### src/rtl/scan_pkg.sv
// Shared types for the scan chain master: FSM states, scan-pair phases and a
// counter-width helper.
package scan_pkg;

  typedef enum logic [2:0] {IDLE, CAPTURE, SHIFT, UPDATE, RESP} state_t;
  typedef enum logic [1:0] {P0, P1, P2, P3} phase_t;

  // Counter width that stays >= 1 even when the count range is a single value.
  function automatic int cnt_w(input int n);
    return (n > 1) ? $clog2(n) : 1;
  endfunction

endpackage

### src/rtl/scan_phase_gen.sv
// Phase sequencer for one scan clock pair: PHASE_CYCLES clocks per phase, four
// phases per pair, with a pair_done strobe on the final cycle of P3.
module scan_phase_gen
  import scan_pkg::*;
#(
  parameter int PHASE_CYCLES = 2
) (
  input  logic   clk,
  input  logic   rst_n,
  input  logic   en,
  input  logic   restart,
  output phase_t phase,
  output logic   phase_last,
  output logic   pair_done
);

  localparam int            CW   = cnt_w(PHASE_CYCLES);
  localparam logic [CW-1:0] LAST = CW'(PHASE_CYCLES - 1);

  logic [CW-1:0] cnt;

  assign phase_last = (cnt == LAST);
  assign pair_done  = en && phase_last && (phase == P3);

  always_ff @(posedge clk or negedge rst_n) begin
    if (!rst_n) begin
      cnt   <= '0;
      phase <= P0;
    end else if (!en || restart) begin
      cnt   <= '0;
      phase <= P0;
    end else if (phase_last) begin
      cnt   <= '0;
      phase <= phase_t'(phase + 2'd1);
    end else begin
      cnt   <= cnt + CW'(1);
    end
  end

endmodule

### src/rtl/scan_chain_master.sv
// Two-phase scan chain driver: capture / shift / update sequencing with
// registered, non-overlapping clk1/clk2. Optional SCAN_MASTER_IRQ_EN adds done_irq/irq_clr.
module scan_chain_master
  import scan_pkg::*;
#(
  parameter int NUM_SCAN_BITS = 36,
  parameter int PHASE_CYCLES  = 2
) (
  input  logic                     clk,
  input  logic                     rst_n,
  input  logic                     req_valid,
  output logic                     req_ready,
  input  logic                     req_capture,
  input  logic                     req_update,
  input  logic [NUM_SCAN_BITS-1:0] req_data,
  output logic                     rsp_valid,
  input  logic                     rsp_ready,
  output logic [NUM_SCAN_BITS-1:0] rsp_data,
  output logic                     sc_clk1,
  output logic                     sc_clk2,
  output logic                     sc_scan_in,
  output logic                     sc_capture,
  output logic                     sc_update,
`ifdef SCAN_MASTER_IRQ_EN
  output logic                     done_irq,
  input  logic                     irq_clr,
`endif
  input  logic                     sc_scan_out
);

  localparam int            N        = NUM_SCAN_BITS;
  localparam int            BW       = $clog2(N);
  localparam logic [BW-1:0] LAST_BIT = BW'(N - 1);

  state_t        state, state_next;
  phase_t        phase;
  logic          phase_last, pair_done;
  logic          active, accept;
  logic          cap_q, upd_q;
  logic [BW-1:0] bit_cnt;
  logic [N-1:0]  tx_sh, rx_sh;

  assign active = (state == CAPTURE) || (state == SHIFT) || (state == UPDATE);
  assign accept = (state == IDLE) && req_valid && req_ready;

  scan_phase_gen #(.PHASE_CYCLES(PHASE_CYCLES)) u_phase (
    .clk        (clk),
    .rst_n      (rst_n),
    .en         (active),
    .restart    (state_next != state),
    .phase      (phase),
    .phase_last (phase_last),
    .pair_done  (pair_done)
  );

  always_ff @(posedge clk or negedge rst_n) begin
    if (!rst_n) state <= IDLE;
    else        state <= state_next;
  end

  always_comb begin
    state_next = state;
    case (state)
      IDLE:    if (accept) state_next = req_capture ? CAPTURE : SHIFT;
      CAPTURE: if (pair_done) state_next = SHIFT;
      SHIFT:   if (pair_done && bit_cnt == LAST_BIT) state_next = upd_q ? UPDATE : RESP;
      UPDATE:  if (pair_done) state_next = RESP;
      RESP:    if (rsp_valid && rsp_ready) state_next = IDLE;
      default: state_next = IDLE;
    endcase
  end

  // Request latch, outgoing word (MSB first) and incoming word (LSB in).
  always_ff @(posedge clk or negedge rst_n) begin
    if (!rst_n) begin
      cap_q   <= 1'b0;
      upd_q   <= 1'b0;
      bit_cnt <= '0;
      tx_sh   <= '0;
      rx_sh   <= '0;
    end else if (accept) begin
      cap_q   <= req_capture;
      upd_q   <= req_update;
      bit_cnt <= '0;
      tx_sh   <= req_data;
    end else if (state == SHIFT) begin
      if (phase == P0 && phase_last) rx_sh <= {rx_sh[N-2:0], sc_scan_out};
      if (pair_done) begin
        tx_sh <= {tx_sh[N-2:0], 1'b0};
        if (bit_cnt != LAST_BIT) bit_cnt <= bit_cnt + BW'(1);
      end
    end
  end

  assign rsp_data = rx_sh;

  // Handshake outputs are registered so they track state one cycle late,
  // which also keeps req_ready low while reset is held.
  always_ff @(posedge clk or negedge rst_n) begin
    if (!rst_n) begin
      req_ready <= 1'b0;
      rsp_valid <= 1'b0;
    end else begin
      req_ready <= (state_next == IDLE);
      rsp_valid <= (state == RESP) && !(rsp_valid && rsp_ready);
    end
  end

  // Scan-side outputs all come straight from flops, so no decode glitches.
  always_ff @(posedge clk or negedge rst_n) begin
    if (!rst_n) begin
      sc_clk1    <= 1'b0;
      sc_clk2    <= 1'b0;
      sc_scan_in <= 1'b0;
      sc_capture <= 1'b0;
      sc_update  <= 1'b0;
    end else begin
      sc_clk1    <= (state == CAPTURE || state == SHIFT) && (phase == P1);
      sc_clk2    <= active && (phase == P3);
      sc_scan_in <= (state == SHIFT) && tx_sh[N-1];
      sc_capture <= (state == CAPTURE);
      sc_update  <= (state == UPDATE);
    end
  end

`ifdef SCAN_MASTER_IRQ_EN
  always_ff @(posedge clk or negedge rst_n) begin
    if (!rst_n)                                 done_irq <= 1'b0;
    else if (state_next == RESP && state != RESP) done_irq <= 1'b1;
    else if (irq_clr)                           done_irq <= 1'b0;
  end
`endif

endmodule

### config.mk
export PLATFORM = sky130hd
export DESIGN_NAME = scan_chain_master
export DESIGN_NICKNAME = d
export VERILOG_FILES = /design/src/rtl/scan_pkg.sv /design/src/rtl/scan_phase_gen.sv /design/src/rtl/scan_chain_master.sv
export SDC_FILE = /design/constraint.sdc
export NUM_CORES = 1
export LEC_CHECK = 0
export CAP_MARGIN = 0
export CORE_MARGIN = 2
export CORE_UTILIZATION = 55
export CTS_BUF_LIST = sky130_fd_sc_hd__clkbuf_16
export CTS_CLUSTER_DIAMETER = 100
export CTS_CLUSTER_SIZE = 24
export DETAILED_ROUTE_END_ITERATION = 16
export GPL_ROUTABILITY_DRIVEN = 1
export HOLD_SLACK_MARGIN = 0.02
export PLACE_DENSITY = 0.86
export SYNTH_ARGS = -nofsm -noshare
export SYNTH_HDL_FRONTEND = slang
export SYNTH_SLANG_ARGS = --single-unit
### constraint.sdc
create_clock -name clk -period 3.9 [get_ports clk]
set_input_delay 0.975 -clock clk [delete_from_list [all_inputs] [get_ports clk]]
set_output_delay 0.975 -clock clk [all_outputs]
set_load 0.005 [all_outputs]
**Yosys cells after proc, flatten, opt, wreduce, memory -nomap -nowiden**

Cells that the tools add are included.
Widths: inputs -> output; s select.

- Bitwise operators: 1
- Order comparisons: 0
- Add/sub/neg operators: 3
- Muxes and demuxes: 19
- Reductions and logical operators: 26
- Shifts and indexed selects: 0
- Equal/unequal tests: 9
- Div/mod/pow operators: 0
- Multiply operators: 0

Operators with widths:

| cell | number |
|---|---|
| $mux 36 | 3 |
| $mux 6 | 4 |
| $mux 3 | 6 |
| $pmux 3 s5 | 1 |
| $logic_and 1x1->1 | 11 |
| $reduce_bool 2->1 | 4 |
| $add 6x1->6 const B | 1 |
| $eq 3x2->1 const B | 2 |
| $eq 6x6->1 const B | 1 |
| $logic_not 3->1 | 2 |
| $mux 2 | 3 |
| $ne 6x6->1 const B | 1 |
| $reduce_and 3->1 | 2 |
| $eq 3x1->1 const B | 1 |
| $eq 3x3->1 const B | 1 |
| $logic_or 1x1->1 | 3 |
| $ne 3x3->1 | 1 |
| $add 2x1->2 const B | 1 |
| $eq 2x1->1 const B | 1 |
| $eq 2x2->1 const B | 1 |
| $logic_not 1->1 | 2 |
| $logic_not 2->1 | 1 |
| $mux 1 | 2 |
| $reduce_and 2->1 | 1 |
| other kinds (2) | 2 |

- ROM bits: 0
- Bits of input ports: 43
- Logic and storage cells: 72
- RAM bits: 0
- Memories: 0
- Register bits after elaboration: 92
- Latch bits: 0

**Logic depth before layout (Yosys ltp)**

- Depth in word-level cells: 11
- Depth in mapped cells: 7

**By module**

From an unflattened synthesis, not the netlist that was laid out.

- Cell total of the unflattened synthesis: 330
- Area, all modules: 3,819.9 µm²

Modules (own cells, without submodules):

| module | area an instance (µm²) | cells each | times used | seq. area each (µm²) |
|---|---|---|---|---|
| scan_chain_master | 3,688.5 | 319 | 1 | 2,227.1 |
| scan_phase_gen | 131.4 | 11 | 1 | 75.1 |

**Least setup slack after synthesis**

Ideal clock, no wire load.

- Kind: input port to flip-flop
- Start point: input req_valid
- End point: register tx_sh[10]
- Path slack: 2,117 ps
- Library setup time: 83 ps
- Arrival time: 1,700 ps
- Stages: 5
- Data required time: 3,817 ps
- Cell sequence: and4_1 > clkbuf_8 > clkbuf_1 > nand2_1 > o21ai_0

- Cells in the longest elaborated chain, start to end: 4

Ends and longest elaborated chain:

| what | line | text |
|---|---|---|
| from (decl) | scan_chain_master.sv:11 | `input logic req_valid,` |
| $logic_and 1x1->1 * (2 in series) | scan_chain_master.sv:44 | `assign accept = (state == IDLE) && req_valid && req_ready;` |
| $reduce_bool 2->1 (no line) | -- |  |
| $reduce_and 2->1 (no line) | -- |  |
| to (signal assigned) | scan_chain_master.sv:85 | `tx_sh <= req_data;` |
| to (signal assigned) | scan_chain_master.sv:89 | `tx_sh <= {tx_sh[N-2:0], 1'b0};` |
| to (decl) | scan_chain_master.sv:41 | `logic [N-1:0] tx_sh, rx_sh;` |

Every way passes the cells marked *; elsewhere a longest branch is shown, timed or not.
A chain may end at the register's enable or synchronous reset.

**Worst setup path in the final report**

- Start point: input req_valid
- End point: register tx_sh[1]

The elaborated chain is that of the path after synthesis.

==> summary.txt <==
Pwr
  – LEAKAGE: between 0.002 and 0.0025 µW
  – PD cells: around 630 mW/mm²
  – Max VDD drop: approximately 0.00029 V

Finish
  – Nets: between 400 and 500
  – Most frequent cells in the layout: dfrtp_1, clkdlybuf4s50_1, nand2_1, o21ai_0, mux2i_1
  – Area grow syn2layout: 28.0%
  – Share of layout cells above drive strength 1: between 10% and 20%
  – Area of the multi-input gates: 0.00153 mm²
  – FF+latch area: 0.00230 mm²
  – Ant diodes: 0
  – Most common cell after layout, fill and taps aside: dfrtp_1
  – Fill count: ~540

Floorplan
  – Cell row count: 31
  – Initial Utilization: 56.1%
  – IO Count: 86
  – DIE AREA: ~0.0080 mm²
  – Die H: 89.3 µm
  – Die width: slightly below 90 µm
  – Placeable core area: between 0.007 and 0.008 mm²

Setup path
  – Endpoint class of the critical path: register
  – Crit-path slowest cell: and4_2
  – R2R depth: 3
  – CP delay by family, top: simple AND/OR/NAND/NOR gates
  – Critical path arrival: ~2.6 ns
  – Worst Path Required: about 4.2 ns
  – CP Launch Point: req_valid
  – CP max stage delay: between 0.7 and 0.8 ns
  – FF-to-FF End: rsp_data[7]
  – Worst Setup EP: tx_sh[1]
  – Crit Path Category: in -> reg
  – Crit path max fanout: 47
  – Crit path launch type: primary input
  – Worst Path Buf+Inv: 2
  – Worst reg2reg startpoint: state[2]
  – Instance count on the critical path: 5
  – Reg2Reg Setup Slack: between 1.5 and 2 ns
  – Cell Chain, Critical Path: clkdlybuf4s50_1 > and4_2 > buf_12 > nand2_1 > o21ai_0

Yosys
  – Gate count after technology mapping: roughly 330
  – Seq cells post-synth: between 90 and 100
  – Avg Cell Area, Syn: 12.1 µm²
  – Mapped cell area: around 0.0040 mm²
  – Net Count, Synth: between 300 and 400
  – Post-synth cell types: 38
  – Synth warn: 0
  – Register area share after synthesis: about 57%

STA
  – Worst hold margin: slightly below 0.5 ns
  – Tmin final: 2.33 ns
  – Unrepaired setup endpoints after global routing: no
  – Worst slew pin tran: around 1.1 ns
  – Rel. slew slack: between 20% and 30%
  – Peak Freq: between 400 and 500 MHz
  – Clock Skew: 0.00548 ns
  – Final setup vio count: 0
  – Tcrit/Tclk final: between 50% and 60%
  – Final Hold Fails: 0
  – Max Slew Vio Count: 0
  – Total negative setup slack: 0 ns

Job
  – Max Cap Viol: 0

Placement
  – DPL Wire Length: between 5 and 6 mm
  – # port buffers: 85
  – Placer Congestion: between 0.7 and 0.8

Detailed routing
  – Wire length per cell: about 14 µm
  – Vias/cell: 5.23
  – WL final: slightly above 7 mm
  – # DRC: 0
  – Drt pass-1 iters: 4
  – Starting DRT DRC Count: around 180
  – Via count: around 2700
  – Post-route ant nets: 0

Clock tree
  – Post-CTS Setup Inserts: 0
  – # clock sinks: around 90
  – Inserted Clock Buffers: 9
  – CTS Hold Buffers Added: 0
  – Htree depth: 3
  – Root buffer selected by CTS: clkbuf_16
  – Resize count post-CTS: 0
  – Maximum clock path buffer count: 2
  – Clock-pin transition on the worst setup and hold timing paths: 0.06 ns
  – TritonCTS clock tree: yes
  – Clk_lat worst skew: roughly 0.33 ns

Global route
  – Grt total ovfl: 0
  – Largest net degree at the start of global routing: 93
  – First-pass GRT wire length: about 12 mm
  – Initial antenna violation count: 0
  – Vias in the first global route: ~2500
  – Gr usage total: a little under a fifth

Hold path
  – Tightest Hold Check Type: reg -> reg
  – WHS Path Cells: 2

Outcome
  – Outcome: completed
-- where the power goes --
part           leakage [µW]  switching (µW)  internal [µW]
Clock              0.000127             349            428
Sequential          0.00117             201           1270
Combinational      0.000856             429            537
Total               0.00215             980           2240
-- cells in the mapped netlist (all sizes together) --
| cell | count | share of area, % |
|---|---|---|
| a211oi | 1 | 0.19 |
| a21o | 1 | 0.19 |
| a21oi | 6 | 0.75 |
| a22o | 1 | 0.22 |
| a31o | 1 | 0.22 |
| a31oi | 3 | 0.47 |
| a32o | 1 | 0.25 |
| and2 | 2 | 0.34 |
| and3 | 1 | 0.16 |
| and4 | 1 | 0.22 |
| buf | 11 | 2.5 |
| clkbuf | 9 | 1.3 |
| dfrtp | 92 | 57 |
| ha | 4 | 1.2 |
| inv | 7 | 0.66 |
| mux2 | 36 | 10 |
| mux2i | 36 | 9.0 |
| nand2 | 42 | 4.1 |
| nand2b | 2 | 0.31 |
| nand3 | 3 | 0.37 |
| nor2 | 14 | 1.7 |
| nor3 | 3 | 0.37 |
| nor4 | 4 | 0.62 |
| nor4b | 1 | 0.22 |
| o21ai | 40 | 5.0 |
| o22ai | 1 | 0.16 |
| or3 | 2 | 0.44 |
| or3b | 1 | 0.28 |
| or4 | 1 | 0.19 |
| xnor2 | 4 | 0.87 |
-- registers in the layout, indices dropped and copies added (netlist names) --
register,cells
bit_cnt,6
req_ready,1
rsp_data,36
rsp_valid,1
sc_capture,1
sc_clk1,1
sc_clk2,1
sc_scan_in,1
sc_update,1
state,3
tx_sh,36
u_phase.phase,2
u_phase.phase_last,1
upd_q,1
-- how the worst min path moves through the flow --
stage | slack (ns) | start | endpoint
floorplan | 0.47 | tx_sh[0] | tx_sh[0]
global placement | 0.47 | rsp_valid | rsp_valid
detailed placement | 0.49 | rsp_valid | rsp_valid
CTS | 0.50 | tx_sh[35] | sc_scan_in
global route | 0.51 | tx_sh[35] | sc_scan_in
finish | 0.50 | tx_sh[35] | sc_scan_in
-- worst min-delay path, cell delays in order, from the launching register on --
cell	delay [ns]
dfrtp_1	0.37
inv_1	0.05
nor2_1	0.04
-- stage by stage --
| step | cells | worst slack, ns | instance area [µm²] | total power (µW) | utilization, % |
|---|---|---|---|---|---|
| finish | 513 | 1.57 | 5130 | 3220 | 71.8 |
| global route | 513 | 1.40 | 5130 | 3430 | 71.8 |
| CTS | 513 | 1.57 | 5130 | 3250 | 71.8 |
| detailed placement | 497 | 1.22 | 4860 | 2470 | 68.1 |
| global placement | 497 | 1.26 | 4860 | 2410 | 68.1 |
| floorplan | 331 | 2.12 | 4010 | 2150 | - |
-- kinds of logic (layout without fill, tap and decap cells) --
kind of cell,Yosys count,count (layout),share of synthesized area (%)
buffers and inverters,27,110,4.47
AO/OA/AOI/OAI,55,55,7.44
XOR/XNOR,4,4,0.875
flip-flops,92,92,57.5
adder cells (fa/ha/maj),4,4,1.25
multiplexers,72,72,19.1
AND/OR/NAND/NOR,77,77,9.37
-- area by class of cell --
| type | count | share of cell area [%] |
|---|---|---|
| Multi-Input combinational cell | 212 | 29.8 |
| Sequential cell | 92 | 44.9 |
| Inverter | 7 | 0.512 |
| Tap cell | 99 | 2.42 |
| Timing Repair Buffer | 87 | 17.1 |
| Clock inverter | 7 | 0.854 |
| Clock buffer | 9 | 4.39 |
-- metal layers --
layer	vias to the layer above	routed length, µm	track usage (%)	share of wire (%)
li1	1302	-	-	-
met1	1293	3300	26.1	46
met2	79	3390	29.0	47
met3	11	403	4.43	5.6
met4	0	122	8.41	1.7
met5	-	0	0	0
Note: power is estimated with default switching activity, not from simulation.
